$ cat src/rtl/spi_expander_pkg.sv
// Shared state encoding and frame geometry for the SPI expander host.
package spi_expander_pkg;
    typedef enum logic [1:0] {IDLE, SHIFT, GAP} state_t;

    localparam int FRAME_BITS = 16;
    localparam int ADDR_BITS  = 8;
    localparam int RW_BIT     = 7;
endpackage

$ cat src/rtl/spi_sclk_timer.sv
// Half-period counter: one-cycle rise/fall strobes every CLK_DIV cycles while enabled.
// Disabled it sits at the start of the low phase, so the first strobe after enable is always rise.
module spi_sclk_timer #(
    parameter int CLK_DIV = 2
) (
    input  logic clk,
    input  logic rst_n,
    input  logic en,
    output logic rise,
    output logic fall
);
    localparam int              CW   = $clog2(CLK_DIV + 1);
    localparam logic [CW-1:0]   LAST = CW'(CLK_DIV - 1);

    logic [CW-1:0] cnt_q, cnt_d;
    logic          phase_q, phase_d;
    logic          term;

    always_comb begin
        term    = (cnt_q == LAST);
        cnt_d   = cnt_q;
        phase_d = phase_q;
        if (!en) begin
            cnt_d   = '0;
            phase_d = 1'b0;
        end else if (term) begin
            cnt_d   = '0;
            phase_d = ~phase_q;
        end else begin
            cnt_d   = cnt_q + 1'b1;
        end
    end

    assign rise = en && !phase_q && term;
    assign fall = en &&  phase_q && term;

    always_ff @(posedge clk or negedge rst_n) begin
        if (!rst_n) begin
            cnt_q   <= '0;
            phase_q <= 1'b0;
        end else begin
            cnt_q   <= cnt_d;
            phase_q <= phase_d;
        end
    end
endmodule

$ cat src/rtl/spi_expander_host.sv
// Serialises one register command as address+data bytes (mode 0, MSB first) and returns the miso data byte.
// Frame takes 32*CLK_DIV cycles plus GAP_CYCLES idle gap; cmd_ready only in IDLE, no queuing.
module spi_expander_host
    import spi_expander_pkg::*;
#(
    parameter int CLK_DIV    = 2,
    parameter int GAP_CYCLES = 4
) (
    input  logic       clk,
    input  logic       rst,
    input  logic       cmd_valid,
    output logic       cmd_ready,
    input  logic       cmd_rw,
    input  logic [6:0] cmd_addr,
    input  logic [7:0] cmd_wdata,
    output logic       rsp_valid,
    output logic [7:0] rsp_rdata,
    output logic       busy,
    output logic       spi_sclk,
    output logic       spi_mosi,
    input  logic       spi_miso,
    output logic       spi_en,
    output logic       spi_addr_sel
);
    localparam int            GW        = $clog2(GAP_CYCLES + 1);
    localparam logic [GW-1:0] GAP_LAST  = GW'(GAP_CYCLES - 1);
    localparam logic [3:0]    BIT_FIRST = 4'(FRAME_BITS - 1);
    localparam logic [3:0]    DATA_BITS = 4'(FRAME_BITS - ADDR_BITS);

    state_t                  state_q, state_d;
    logic [FRAME_BITS-1:0]   shreg_q, shreg_d;
    logic [3:0]              bit_cnt_q, bit_cnt_d;
    logic [GW-1:0]           gap_cnt_q, gap_cnt_d;
    logic [7:0]              rdata_q, rdata_d;
    logic                    rsp_valid_q, rsp_valid_d;
    logic                    sclk_q, sclk_d;
    logic                    mosi_q, mosi_d;
    logic                    en_q, en_d;
    logic                    addr_sel_q, addr_sel_d;
    logic [7:0]              addr_byte;
    logic                    timer_en, rise, fall;

    spi_sclk_timer #(.CLK_DIV(CLK_DIV)) u_timer (
        .clk   (clk),
        .rst_n (rst),
        .en    (timer_en),
        .rise  (rise),
        .fall  (fall)
    );

    always_comb begin
        state_d     = state_q;
        shreg_d     = shreg_q;
        bit_cnt_d   = bit_cnt_q;
        gap_cnt_d   = gap_cnt_q;
        rdata_d     = rdata_q;
        rsp_valid_d = 1'b0;
        sclk_d      = sclk_q;
        mosi_d      = mosi_q;
        en_d        = en_q;
        addr_sel_d  = addr_sel_q;
        timer_en    = (state_q == SHIFT);
        addr_byte   = {1'b0, cmd_addr};
        addr_byte[RW_BIT] = cmd_rw;

        case (state_q)
            IDLE: begin
                if (cmd_valid) begin
                    state_d    = SHIFT;
                    shreg_d    = {addr_byte, (cmd_rw ? 8'h00 : cmd_wdata)};
                    bit_cnt_d  = BIT_FIRST;
                    en_d       = 1'b1;
                    addr_sel_d = 1'b1;
                    mosi_d     = cmd_rw;
                    sclk_d     = 1'b0;
                end
            end
            SHIFT: begin
                if (rise) begin
                    sclk_d = 1'b1;
                    // Only the data byte is returned; address-phase samples are dropped.
                    if (bit_cnt_q < DATA_BITS) begin
                        rdata_d = {rdata_q[6:0], spi_miso};
                    end
                end
                if (fall) begin
                    sclk_d = 1'b0;
                    if (bit_cnt_q == 4'd0) begin
                        state_d     = GAP;
                        gap_cnt_d   = GAP_LAST;
                        en_d        = 1'b0;
                        mosi_d      = 1'b0;
                        addr_sel_d  = 1'b0;
                        rsp_valid_d = 1'b1;
                    end else begin
                        shreg_d    = shreg_q << 1;
                        mosi_d     = shreg_q[FRAME_BITS-2];
                        bit_cnt_d  = bit_cnt_q - 4'd1;
                        addr_sel_d = (bit_cnt_q > DATA_BITS);
                    end
                end
            end
            GAP: begin
                if (gap_cnt_q == '0) begin
                    state_d = IDLE;
                end else begin
                    gap_cnt_d = gap_cnt_q - 1'b1;
                end
            end
            default: state_d = IDLE;
        endcase
    end

    always_ff @(posedge clk or negedge rst) begin
        if (!rst) begin
            state_q     <= IDLE;
            shreg_q     <= '0;
            bit_cnt_q   <= '0;
            gap_cnt_q   <= '0;
            rdata_q     <= '0;
            rsp_valid_q <= 1'b0;
            sclk_q      <= 1'b0;
            mosi_q      <= 1'b0;
            en_q        <= 1'b0;
            addr_sel_q  <= 1'b0;
        end else begin
            state_q     <= state_d;
            shreg_q     <= shreg_d;
            bit_cnt_q   <= bit_cnt_d;
            gap_cnt_q   <= gap_cnt_d;
            rdata_q     <= rdata_d;
            rsp_valid_q <= rsp_valid_d;
            sclk_q      <= sclk_d;
            mosi_q      <= mosi_d;
            en_q        <= en_d;
            addr_sel_q  <= addr_sel_d;
        end
    end

    assign cmd_ready    = (state_q == IDLE);
    assign busy         = (state_q != IDLE);
    assign rsp_valid    = rsp_valid_q;
    assign rsp_rdata    = rdata_q;
    assign spi_sclk     = sclk_q;
    assign spi_mosi     = mosi_q;
    assign spi_en       = en_q;
    assign spi_addr_sel = addr_sel_q;
endmodule

$ cat config.mk
export PLATFORM = sky130hd
export DESIGN_NAME = spi_expander_host
export DESIGN_NICKNAME = d
export VERILOG_FILES = /design/src/rtl/spi_expander_pkg.sv /design/src/rtl/spi_sclk_timer.sv /design/src/rtl/spi_expander_host.sv
export SDC_FILE = /design/constraint.sdc
export NUM_CORES = 1
export LEC_CHECK = 0
export BUFFER_PORTS_ARGS = -buffer_cell sky130_fd_sc_hd__buf_2
export CORE_UTILIZATION = 40
export CTS_BUF_LIST = sky130_fd_sc_hd__clkbuf_16
export CTS_CLUSTER_SIZE = 28
export DETAILED_ROUTE_END_ITERATION = 7
export PLACE_DENSITY_LB_ADDON = 0.3
export SLEW_MARGIN = 15
export SYNTH_ARGS = -nofsm -noshare
export SYNTH_HDL_FRONTEND = slang
export SYNTH_SLANG_ARGS = --single-unit
$ cat constraint.sdc
create_clock -name clk -period 1.6 [get_ports clk]
set_input_delay 0.16 -clock clk [delete_from_list [all_inputs] [get_ports clk]]
set_output_delay 0.16 -clock clk [all_outputs]
set_load 0.05 [all_outputs]
* Word level (Yosys, flattened, before mapping) *
Cells that the tools add are included.

cells by class
  $lt $le $gt $ge = 2
  bitwise logic cells = 1
  reduce and logical (&&, ||, !) cells = 18
  equality and inequality tests = 11
  mux-type cells = 40
  add/sub/neg operators = 3

operator list
  cell                                                  number
  2-to-1 mux 15 bit                                     3
  case mux 15 bit (2 select lines)                      1
  2-to-1 mux 1 bit                                      16
  AND reduction 4 bit                                   4
  inequality test 2 bit (second input constant)         7
  2-to-1 mux 2 bit                                      6
  2-to-1 mux 4 bit                                      3
  2-to-1 mux 3 bit                                      3
  AND reduction 3 bit                                   3
  2-to-1 mux 8 bit                                      1
  case mux 1 bit (2 select lines)                       4
  case mux 4 bit (2 select lines)                       1
  case mux 2 bit (3 select lines)                       1
  case mux 3 bit (2 select lines)                       1
  nonzero test 2 bit                                    3
  equality test 2 x 1 -> 1 bit (second input constant)  2
  > comparator 4 bit (second input constant)            1
  logical AND 1 bit                                     4
  zero test 4 bit                                       1
  < comparator 4 bit (second input constant)            1
  subtractor 4 x 1 -> 4 bit (second input constant)     1
  zero test 3 bit                                       1
  inequality test 3 bit (second input constant)         1
  subtractor 3 x 1 -> 3 bit (second input constant)     1
  5 further kinds                                       5

word-level totals
  word-level logic and storage cells = 87
  output and inout port bits = 15
  flip-flop bits (word level) = 40

* Longest topological paths before layout *
Gate-level depths: netlist of run 1.

  depth after elaboration = 6
  gate-level depth with buffers = 7

* Modules after synthesis *
From an unflattened synthesis of run 1, not the netlist that was laid out.

second synthesis, totals
  cell total of the unflattened synthesis = 158
  area, all modules = 1960.6 um^2

modules (own cells, without submodules)
  module             seq. area each (um^2)  times used  area an instance (um^2)  cells an instance
  spi_expander_host  925.9                  1           1835.5                   147
  spi_sclk_timer     75.1                   1           125.1                    11

* Worst setup path before layout of run 1 *
No wires, ideal clock.

  kind = register to output
  start point = register state_q[0]
  end point = output busy
  slack = -0.242 ns
  required time = 1.440 ns
  arrival = 1.682 ns
  stages on the path, launching flop included = 4
  cell sequence = dfrtp_1 -> buf_6 -> nor2_1 -> inv_1

on the way
  word-level cells in the longest chain between the ends = 1

RTL lines
  item                    line                      source
  from (decl)             spi_expander_host.sv:30   state_t state_q, state_d;
  from (signal assigned)  spi_expander_host.sv:127  state_q <= state_d;
  nonzero test 2 bit      spi_expander_host.sv:141  assign busy = (state_q != IDLE);
  to (decl)               spi_expander_host.sv:18   output logic busy,

Every way passes these cells.

* Final worst setup path of run 1 *
  start point = register bit_cnt_q[0]
  end point = register shreg_q[13]

on the way
  word-level cells in the longest chain between the ends = 3

RTL lines
  item                             line                      source
  from (decl)                      spi_expander_host.sv:32   logic [3:0] bit_cnt_q, bit_cnt_d;
  from (signal assigned)           spi_expander_host.sv:129  bit_cnt_q <= bit_cnt_d;
  zero test 4 bit                  spi_expander_host.sv:88   if (bit_cnt_q == 4'd0) begin
  inequality test 2 bit (no line)  -
  AND reduction 4 bit (no line)    -
  to (signal assigned)             spi_expander_host.sv:128  shreg_q <= shreg_d;
  to (decl)                        spi_expander_host.sv:31   logic [FRAME_BITS-1:0] shreg_q, shreg_d;

Every way passes these cells.
A chain may end at the register's enable or synchronous reset.

==> flow_summary.html, run 1 <==
<table>
<tr><th>Metric</th><th>Value</th></tr>
<tr><th colspan="2">Pwr</th></tr>
<tr><td>Switching part of the total power</td><td>0.395</td></tr>
<tr><td>Net Sw Power</td><td>2.08 mW</td></tr>
<tr><td>Static leakage</td><td>1.18 nW</td></tr>
<tr><td>Logic pwr share</td><td>0.471</td></tr>
<tr><td>Final Total Pwr</td><td>5.27 mW</td></tr>
<tr><td>Peak supply drop</td><td>0.000770 V</td></tr>
<tr><td>Internal power</td><td>3.19 mW</td></tr>
<tr><td>Sequential fraction of design power</td><td>0.317</td></tr>
<tr><td>Clock network power share</td><td>0.212</td></tr>
<tr><td>Power per unit of standard cell area</td><td>2100 nW/um^2</td></tr>
<tr><th colspan="2">Worst setup path</th></tr>
<tr><td>Required time of the critical path</td><td>1800 ps</td></tr>
<tr><td>Ordered cell list for the critical path</td><td>inv_1, ha_2, nor3b_4, a221oi_4, buf_6, buf_12, nor2_1, a31oi_1</td></tr>
<tr><td>Flop2flop setup slack</td><td>50 ps</td></tr>
<tr><td>Cell type of the slowest stage on the worst timing path</td><td>dfrtp_1</td></tr>
<tr><td>Critical path type</td><td>reg2reg</td></tr>
<tr><td>Worst setup path startpoint</td><td>bit_cnt_q[0]</td></tr>
<tr><td>Highest net fanout along the worst path</td><td>11</td></tr>
<tr><td>Peak per-stage delay on the critical path</td><td>340 ps</td></tr>
<tr><td>Reg-to-reg critical path startpoint</td><td>bit_cnt_q[0]</td></tr>
<tr><td>Launching element type of the critical path</td><td>flop</td></tr>
<tr><td>Count of cells along the worst register-to-register path</td><td>8</td></tr>
<tr><td>Critical path endpoint category</td><td>flop</td></tr>
<tr><td>Worst reg2reg endpoint</td><td>shreg_q[13]</td></tr>
<tr><td>Crit path arrival time</td><td>1750 ps</td></tr>
<tr><th colspan="2">STA</th></tr>
<tr><td>Maximum clock rate</td><td>644 MHz</td></tr>
<tr><td>Total negative setup slack</td><td>0 ps</td></tr>
<tr><td>Setup repair after global routing missed its margin</td><td>yes</td></tr>
<tr><td>Transition time at the pin with the least slew margin</td><td>502 ps</td></tr>
<tr><td>Final setup skew</td><td>6.56 ps</td></tr>
<tr><td>Count of endpoints failing hold in the final timing report</td><td>0</td></tr>
<tr><td>Final number of max-transition violations</td><td>0</td></tr>
<tr><td>Minimum period implied by the final worst setup slack</td><td>1550 ps</td></tr>
<tr><td>Setup-violating endpoint count in the final report</td><td>0</td></tr>
<tr><td>Worst Hold Slack</td><td>112 ps</td></tr>
<tr><td>Worst slew margin relative to its limit</td><td>0.665</td></tr>
<tr><td>Ratio of final minimum period to clock period</td><td>0.970</td></tr>
<tr><th colspan="2">Yosys</th></tr>
<tr><td>Synthesized Nets</td><td>209</td></tr>
<tr><td>Syn Inst Count</td><td>186</td></tr>
<tr><td>Fraction of post-synthesis cell area in the top cell type by area</td><td>0.522</td></tr>
<tr><td>Cells taking the most area after synthesis</td><td>dfrtp_1 52%, mux2_4 6.3%, a21oi_1 5.7%</td></tr>
<tr><td>Warning count from the yosys run</td><td>0</td></tr>
<tr><td>Number of synthesized flops with an enable pin</td><td>0</td></tr>
<tr><td>Fraction of the yosys area taken by sequential cells</td><td>0.522</td></tr>
<tr><td>Count of state elements after synthesis</td><td>40</td></tr>
<tr><td>Async SR Flop Fraction</td><td>1.00</td></tr>
<tr><td>Synthesized cell area</td><td>1920 sq um</td></tr>
<tr><td>Dominant synthesized flop cell</td><td>dfrtp_1</td></tr>
<tr><td>Syn_area_per_cell</td><td>10.3 sq um</td></tr>
<tr><td>Cell type contributing the most total cell area after synthesis</td><td>dfrtp_1</td></tr>
<tr><td>Number of distinct library cells after synthesis</td><td>35</td></tr>
<tr><th colspan="2">Finish</th></tr>
<tr><td>Share of post-route cells with drive strength above 1</td><td>0.362</td></tr>
<tr><td>Final design utilization</td><td>0.562</td></tr>
<tr><td>Most frequent cells in the layout</td><td>39 x dfrtp_1, 34 x buf_2, 26 x nor2_1</td></tr>
<tr><td>Synth-to-layout area growth</td><td>31.0%</td></tr>
<tr><td>Number of nets in the finished design</td><td>265</td></tr>
<tr><td>Final Instance Count excl. Fillers</td><td>295</td></tr>
<tr><td>Commonest non-fill, non-tap cell in the layout</td><td>dfrtp_1</td></tr>
<tr><td>Number of diodes</td><td>0</td></tr>
<tr><th colspan="2">Drt</th></tr>
<tr><td>Number of DRC violations after detailed routing</td><td>4</td></tr>
<tr><td>Number of violations reported at the end of detailed-routing iteration 0</td><td>60</td></tr>
<tr><td>Antenna-violating nets left</td><td>0</td></tr>
<tr><td>Drt wl/cell</td><td>12.9 um</td></tr>
<tr><td>Via count</td><td>1,481</td></tr>
<tr><td>Drt via density</td><td>5.02</td></tr>
<tr><td>Wire length after detailed routing</td><td>3800 um</td></tr>
<tr><td>Number of detailed-route iterations in the first pass</td><td>6</td></tr>
<tr><th colspan="2">Placement</th></tr>
<tr><td>Total of buffers placed on input and output ports</td><td>34</td></tr>
<tr><td>Inst Count DP</td><td>281</td></tr>
<tr><td>RePlAce Congestion</td><td>0.797</td></tr>
<tr><td>Half-perimeter wire length after detailed placement</td><td>2600 um</td></tr>
<tr><th colspan="2">Outcome</th></tr>
<tr><td>Violations in the final reports</td><td>DRC</td></tr>
<tr><td>Run status</td><td>finished, violations left</td></tr>
<tr><th colspan="2">Clock tree</th></tr>
<tr><td>Clock insertion delay at the later pin of the skew report</td><td>280 ps</td></tr>
<tr><td>Clock tree root driver cell</td><td>clkbuf_16</td></tr>
<tr><td>TritonCTS buffer count</td><td>5</td></tr>
<tr><td>Htree depth</td><td>2</td></tr>
<tr><td>Clk sinks</td><td>40</td></tr>
<tr><td>Clock tree from TritonCTS</td><td>yes</td></tr>
<tr><td>Clock Tree Buf Depth</td><td>2</td></tr>
<tr><td>Post-CTS clock slew at the launch and capture registers of the worst setup and hold paths</td><td>60 ps</td></tr>
<tr><th colspan="2">Global routing</th></tr>
<tr><td>Pin count of the biggest net entering global routing</td><td>41</td></tr>
<tr><td>First-pass GRT wire length</td><td>6460 um</td></tr>
<tr><td>Combined global-route utilization of all metal layers</td><td>0.162</td></tr>
<tr><td>Total overflow reported by the global router</td><td>0</td></tr>
<tr><td>Number of global-route vias before repair</td><td>1,437</td></tr>
<tr><td>Antenna violations before repair</td><td>0</td></tr>
<tr><th colspan="2">Floorplanning</th></tr>
<tr><td>Die Ht</td><td>71.3 um</td></tr>
<tr><td>Die area</td><td>5080 sq um</td></tr>
<tr><td>Core outline area</td><td>4470 sq um</td></tr>
<tr><td>Die width</td><td>71.3 um</td></tr>
<tr><td>Site Rows</td><td>24</td></tr>
<tr><td>Top-level port count</td><td>35</td></tr>
<tr><td>Starting Density</td><td>0.429</td></tr>
<tr><th colspan="2">Hold path</th></tr>
<tr><td>Path type of the worst min-delay path</td><td>in2reg</td></tr>
<tr><td>Worst hold path endpoint</td><td>rsp_rdata[0]</td></tr>
<tr><td>Number of instances on the worst hold path</td><td>2</td></tr>
<tr><td>Worst hold start</td><td>spi_miso</td></tr>
<tr><th colspan="2">Run</th></tr>
<tr><td>Total of max-cap violations</td><td>0</td></tr>
</table>
==> cell type report <==
class / count / area [sq um]
Clock inverter: 3 / 42.5
Tap cell: 52 / 65.1
Inverter: 9 / 33.8
Fill cell: 407 / 1960
Sequential cell: 40 / 1000
Clock buffer: 5 / 125
Timing Repair Buffer: 61 / 415
Multi-Input combinational cell: 125 / 830
==> through the flow <==
stage	cell area, sq um	setup WS (ps)
floorplan	1920	-3.63
finish	2510	47.3
global route	2510	-51.0
global placement	2240	-22.0
detailed placement	2240	-48.3
CTS	2470	2.93
==> power by group through the flow <==
stage / Sequential (mW) / Clock, mW / Combinational (mW)
floorplan: 2.11 / 0 / 1.24
global placement: 1.67 / 0 / 2.27
detailed placement: 1.68 / 0 / 2.29
CTS: 1.68 / 1.14 / 2.46
global route: 1.71 / 1.19 / 2.70
finish: 1.67 / 1.12 / 2.48
==> how the worst max path moves through the flow <==
stage / slack [ps] / depth (start not counted) / end
floorplan: -4 / 6 / shreg_q[0]
detailed placement: -50 / 7 / gap_cnt_q[2]
finish: 50 / 8 / shreg_q[13]
CTS: 3 / 5 / gap_cnt_q[0]
global placement: -20 / 7 / gap_cnt_q[0]
global route: -50 / 8 / bit_cnt_q[2]
==> cells by family after synthesis <==
| family | after synthesis | synth area share |
|---|---|---|
| flops | 40 | 0.522 |
| mux | 9 | 0.0685 |
| simple gates | 71 | 0.190 |
| compound gates | 41 | 0.134 |
| fa+ha+maj | 3 | 0.0196 |
| xor+xnor | 1 | 0.00456 |
| buf+inv | 21 | 0.0619 |
==> cells in the mapped netlist, drive strengths merged (2+ instances only) <==
cell	n
or3	2
buf	9
nor2	27
nand3	3
mux2	9
a21oi	22
a31oi	9
inv	9
nand2b	2
clkbuf	3
dfrtp	40
ha	3
nor3b	9
nor3	2
nand2	20
o21ai	3
==> state kept, by name, summed over array words and instances, names as in the netlist <==
name	count
shreg_q	15
rsp_rdata	8
bit_cnt_q	4
gap_cnt_q	3
state_q	2
u_timer.cnt_q	2
rsp_valid	1
spi_addr_sel	1
spi_en	1
spi_mosi	1
spi_sclk	1
u_timer.phase_q	1
==> worst max-delay path: cells and delay by family (launching register included) <==
kind	cells	cell delay [ps]
flops	1	340
compound gates	2	400
simple gates	2	200
buf+inv	3	350
fa+ha+maj	1	180
==> repair_timing <==
action | in CTS | in global routing
gates resized for setup | 7 | 6
endpoints found under the hold margin | 40 | 0
setup buffers | 1 | 3
hold buffers | 1 | 0
pin swaps | 1 | 0
setup endpoints to repair | 19 | 32
cloned | 1 | 0
==> routing by layer <==
| layer | wire length, um | global-route usage | vias to the layer above |
|---|---|---|---|
| li1 | - | - | 749 |
| met1 | 1870 | 0.216 | 696 |
| met2 | 1730 | 0.256 | 31 |
| met3 | 159 | 0.0436 | 5 |
| met4 | 42 | 0.0600 | 0 |
| met5 | 0 | 0 | - |
No activity file was read; power rests on OpenSTA's default activity.
==> inputs of run 2 (changes only) <==
- CTS_BUF_LIST: sky130_fd_sc_hd__clkbuf_16 -> sky130_fd_sc_hd__clkbuf_8
- GPL_ROUTABILITY_DRIVEN: unset -> 0
- GPL_TIMING_DRIVEN: unset -> 1
==> flow_summary.html, run 2 (synthesized netlist as in run 1, its figures left out) <==
<table>
<tr><th>Metric</th><th>Value</th></tr>
<tr><th colspan="2">Floorplanning</th></tr>
<tr><td>Die width</td><td>71.3 um</td></tr>
<tr><td>Top-level port count</td><td>35</td></tr>
<tr><td>Die area</td><td>5080 sq um</td></tr>
<tr><td>Site Rows</td><td>24</td></tr>
<tr><td>Starting Density</td><td>0.429</td></tr>
<tr><td>Die Ht</td><td>71.3 um</td></tr>
<tr><td>Core outline area</td><td>4470 sq um</td></tr>
<tr><th colspan="2">STA</th></tr>
<tr><td>Setup-violating endpoint count in the final report</td><td>0</td></tr>
<tr><td>Minimum period implied by the final worst setup slack</td><td>1580 ps</td></tr>
<tr><td>Final number of max-transition violations</td><td>0</td></tr>
<tr><td>Transition time at the pin with the least slew margin</td><td>492 ps</td></tr>
<tr><td>Count of endpoints failing hold in the final timing report</td><td>0</td></tr>
<tr><td>Post-route worst setup slack</td><td>23.3 ps</td></tr>
<tr><td>Final setup skew</td><td>7.80 ps</td></tr>
<tr><td>Maximum clock rate</td><td>634 MHz</td></tr>
<tr><td>Setup repair after global routing missed its margin</td><td>yes</td></tr>
<tr><td>Worst slew margin relative to its limit</td><td>0.672</td></tr>
<tr><td>Ratio of final minimum period to clock period</td><td>0.985</td></tr>
<tr><td>Worst Hold Slack</td><td>95.7 ps</td></tr>
<tr><th colspan="2">Finish</th></tr>
<tr><td>Reg with most FFs</td><td>shreg_q</td></tr>
<tr><td>Most frequent cells in the layout</td><td>39 x dfrtp_1, 34 x buf_2, 26 x nor2_1</td></tr>
<tr><td>Final Instance Count excl. Fillers</td><td>296</td></tr>
<tr><td>Final design utilization</td><td>0.553</td></tr>
<tr><td>Share of post-route cells with drive strength above 1</td><td>0.369</td></tr>
<tr><td>Number of diodes</td><td>0</td></tr>
<tr><td>Number of nets in the finished design</td><td>266</td></tr>
<tr><td>Synth-to-layout area growth</td><td>28.8%</td></tr>
<tr><td>Number of flip-flops in the largest register</td><td>15</td></tr>
<tr><td>Commonest non-fill, non-tap cell in the layout</td><td>dfrtp_1</td></tr>
<tr><td>Filler Cell Count</td><td>410</td></tr>
<tr><th colspan="2">Outcome</th></tr>
<tr><td>Run status</td><td>finished, violations left</td></tr>
<tr><td>Violations in the final reports</td><td>DRC</td></tr>
<tr><th colspan="2">Run</th></tr>
<tr><td>Total of max-cap violations</td><td>0</td></tr>
<tr><th colspan="2">Placement</th></tr>
<tr><td>Half-perimeter wire length after detailed placement</td><td>2600 um</td></tr>
<tr><td>Inst Count DP</td><td>281</td></tr>
<tr><td>Worst slack at placement</td><td>-48.3 ps</td></tr>
<tr><td>Total of buffers placed on input and output ports</td><td>34</td></tr>
<tr><th colspan="2">Drt</th></tr>
<tr><td>Drt wl/cell</td><td>12.9 um</td></tr>
<tr><td>Number of DRC violations after detailed routing</td><td>4</td></tr>
<tr><td>Antenna-violating nets left</td><td>0</td></tr>
<tr><td>Drt via density</td><td>5.01</td></tr>
<tr><td>Number of violations reported at the end of detailed-routing iteration 0</td><td>67</td></tr>
<tr><td>Via count</td><td>1,483</td></tr>
<tr><td>Wire length after detailed routing</td><td>3810 um</td></tr>
<tr><td>Number of detailed-route iterations in the first pass</td><td>6</td></tr>
<tr><th colspan="2">Clock tree</th></tr>
<tr><td>Post-CTS clock slew at the launch and capture registers of the worst setup and hold paths</td><td>80 ps</td></tr>
<tr><td>Clock tree from TritonCTS</td><td>yes</td></tr>
<tr><td>Clock tree root driver cell</td><td>clkbuf_8</td></tr>
<tr><td>Htree depth</td><td>2</td></tr>
<tr><td>Clk sinks</td><td>40</td></tr>
<tr><td>TritonCTS buffer count</td><td>5</td></tr>
<tr><td>Clock insertion delay at the later pin of the skew report</td><td>290 ps</td></tr>
<tr><td>Clock Tree Buf Depth</td><td>2</td></tr>
<tr><th colspan="2">Global routing</th></tr>
<tr><td>Antenna violations before repair</td><td>0</td></tr>
<tr><td>Pin count of the biggest net entering global routing</td><td>41</td></tr>
<tr><td>First-pass GRT wire length</td><td>6370 um</td></tr>
<tr><td>Number of global-route vias before repair</td><td>1,429</td></tr>
<tr><td>Combined global-route utilization of all metal layers</td><td>0.160</td></tr>
<tr><td>Total overflow reported by the global router</td><td>0</td></tr>
<tr><th colspan="2">Worst setup path</th></tr>
<tr><td>Crit path arrival time</td><td>1790 ps</td></tr>
<tr><td>Launching element type of the critical path</td><td>flop</td></tr>
<tr><td>Critical path type</td><td>reg2reg</td></tr>
<tr><td>Required time of the critical path</td><td>1810 ps</td></tr>
<tr><td>Highest net fanout along the worst path</td><td>11</td></tr>
<tr><td>Critical path endpoint category</td><td>flop</td></tr>
<tr><th colspan="2">Hold path</th></tr>
<tr><td>Path type of the worst min-delay path</td><td>in2reg</td></tr>
<tr><th colspan="2">Pwr</th></tr>
<tr><td>Power per unit of standard cell area</td><td>2020 nW/um^2</td></tr>
<tr><td>Static leakage</td><td>1.17 nW</td></tr>
<tr><td>Peak supply drop</td><td>0.000755 V</td></tr>
</table>
==> run 2: path summary, 6_finish.rpt <==
kind / start / to / slack, ps / cells after the start
min reg2reg: spi_en / spi_en / 500 / 2
max in group asynchronous: rst / state_q[0] / 790 / 3
min in group asynchronous: rst / rsp_rdata[5] / 450 / 3
max reg2reg: bit_cnt_q[0] / shreg_q[13] / 20 / 8
max: bit_cnt_q[0] / shreg_q[13] / 20 / 8
min: spi_miso / rsp_rdata[0] / 100 / 2
==> run 2: per-stage QoR <==
stage,setup TNS (ps),power [mW],area (sq um)
after global placement,-58.9,3.93,2240
after global routing,-470,5.30,2470
after floorplan,-7.96,3.34,1920
after CTS,0,4.97,2420
final,0,4.98,2470
after detailed placement,-221,3.97,2240
==> run 2: layer usage <==
metal  GRT usage  wire (um)  part of all wire  vias to the layer above
met4      0.0533         36            0.0094                        0
met3      0.0436        161             0.042                        5
met5           0          0                 0                        -
met1       0.213       1900              0.50                      696
li1            -          -                 -                      749
met2       0.255       1720              0.45                       33
==> run 2: area by class of cell <==
class | count | area, sq um | area share
tap | 52 | 65.1 | 0.0263
sequential | 40 | 1000 | 0.405
multi-input combinational | 125 | 837 | 0.339
timing repair buffer | 62 | 423 | 0.171
clock buffer | 5 | 68.8 | 0.0278
inverter | 9 | 33.8 | 0.0137
clock inverter | 3 | 42.5 | 0.0172
==> run 2: worst max-delay path, stage by stage, from the launching register on <==
cell      delay [ps]
dfrtp_1          360
inv_1             50
ha_2             180
nor3b_4          160
a221oi_4         260
buf_6            170
buf_12           130
nor2_1            40
a31oi_1          150
==> run 2: power by group <==
group          internal, mW  switching [mW]  total (mW)
clock                 0.461           0.357       0.819
combinational          1.07            1.43        2.49
sequential             1.40           0.266        1.67
total                  2.93            2.05        4.98
==> run 2: what timing repair did <==
action | 4_1_cts | 5_1_grt
setup endpoints to repair | 21 | 33
buffers inserted | 1 | 4
gates resized for setup | 7 | 8
gates cloned | 1 | 0
hold endpoints to repair | 40 | 0
pin swaps | 1 | 0
hold buffers | 1 | 0
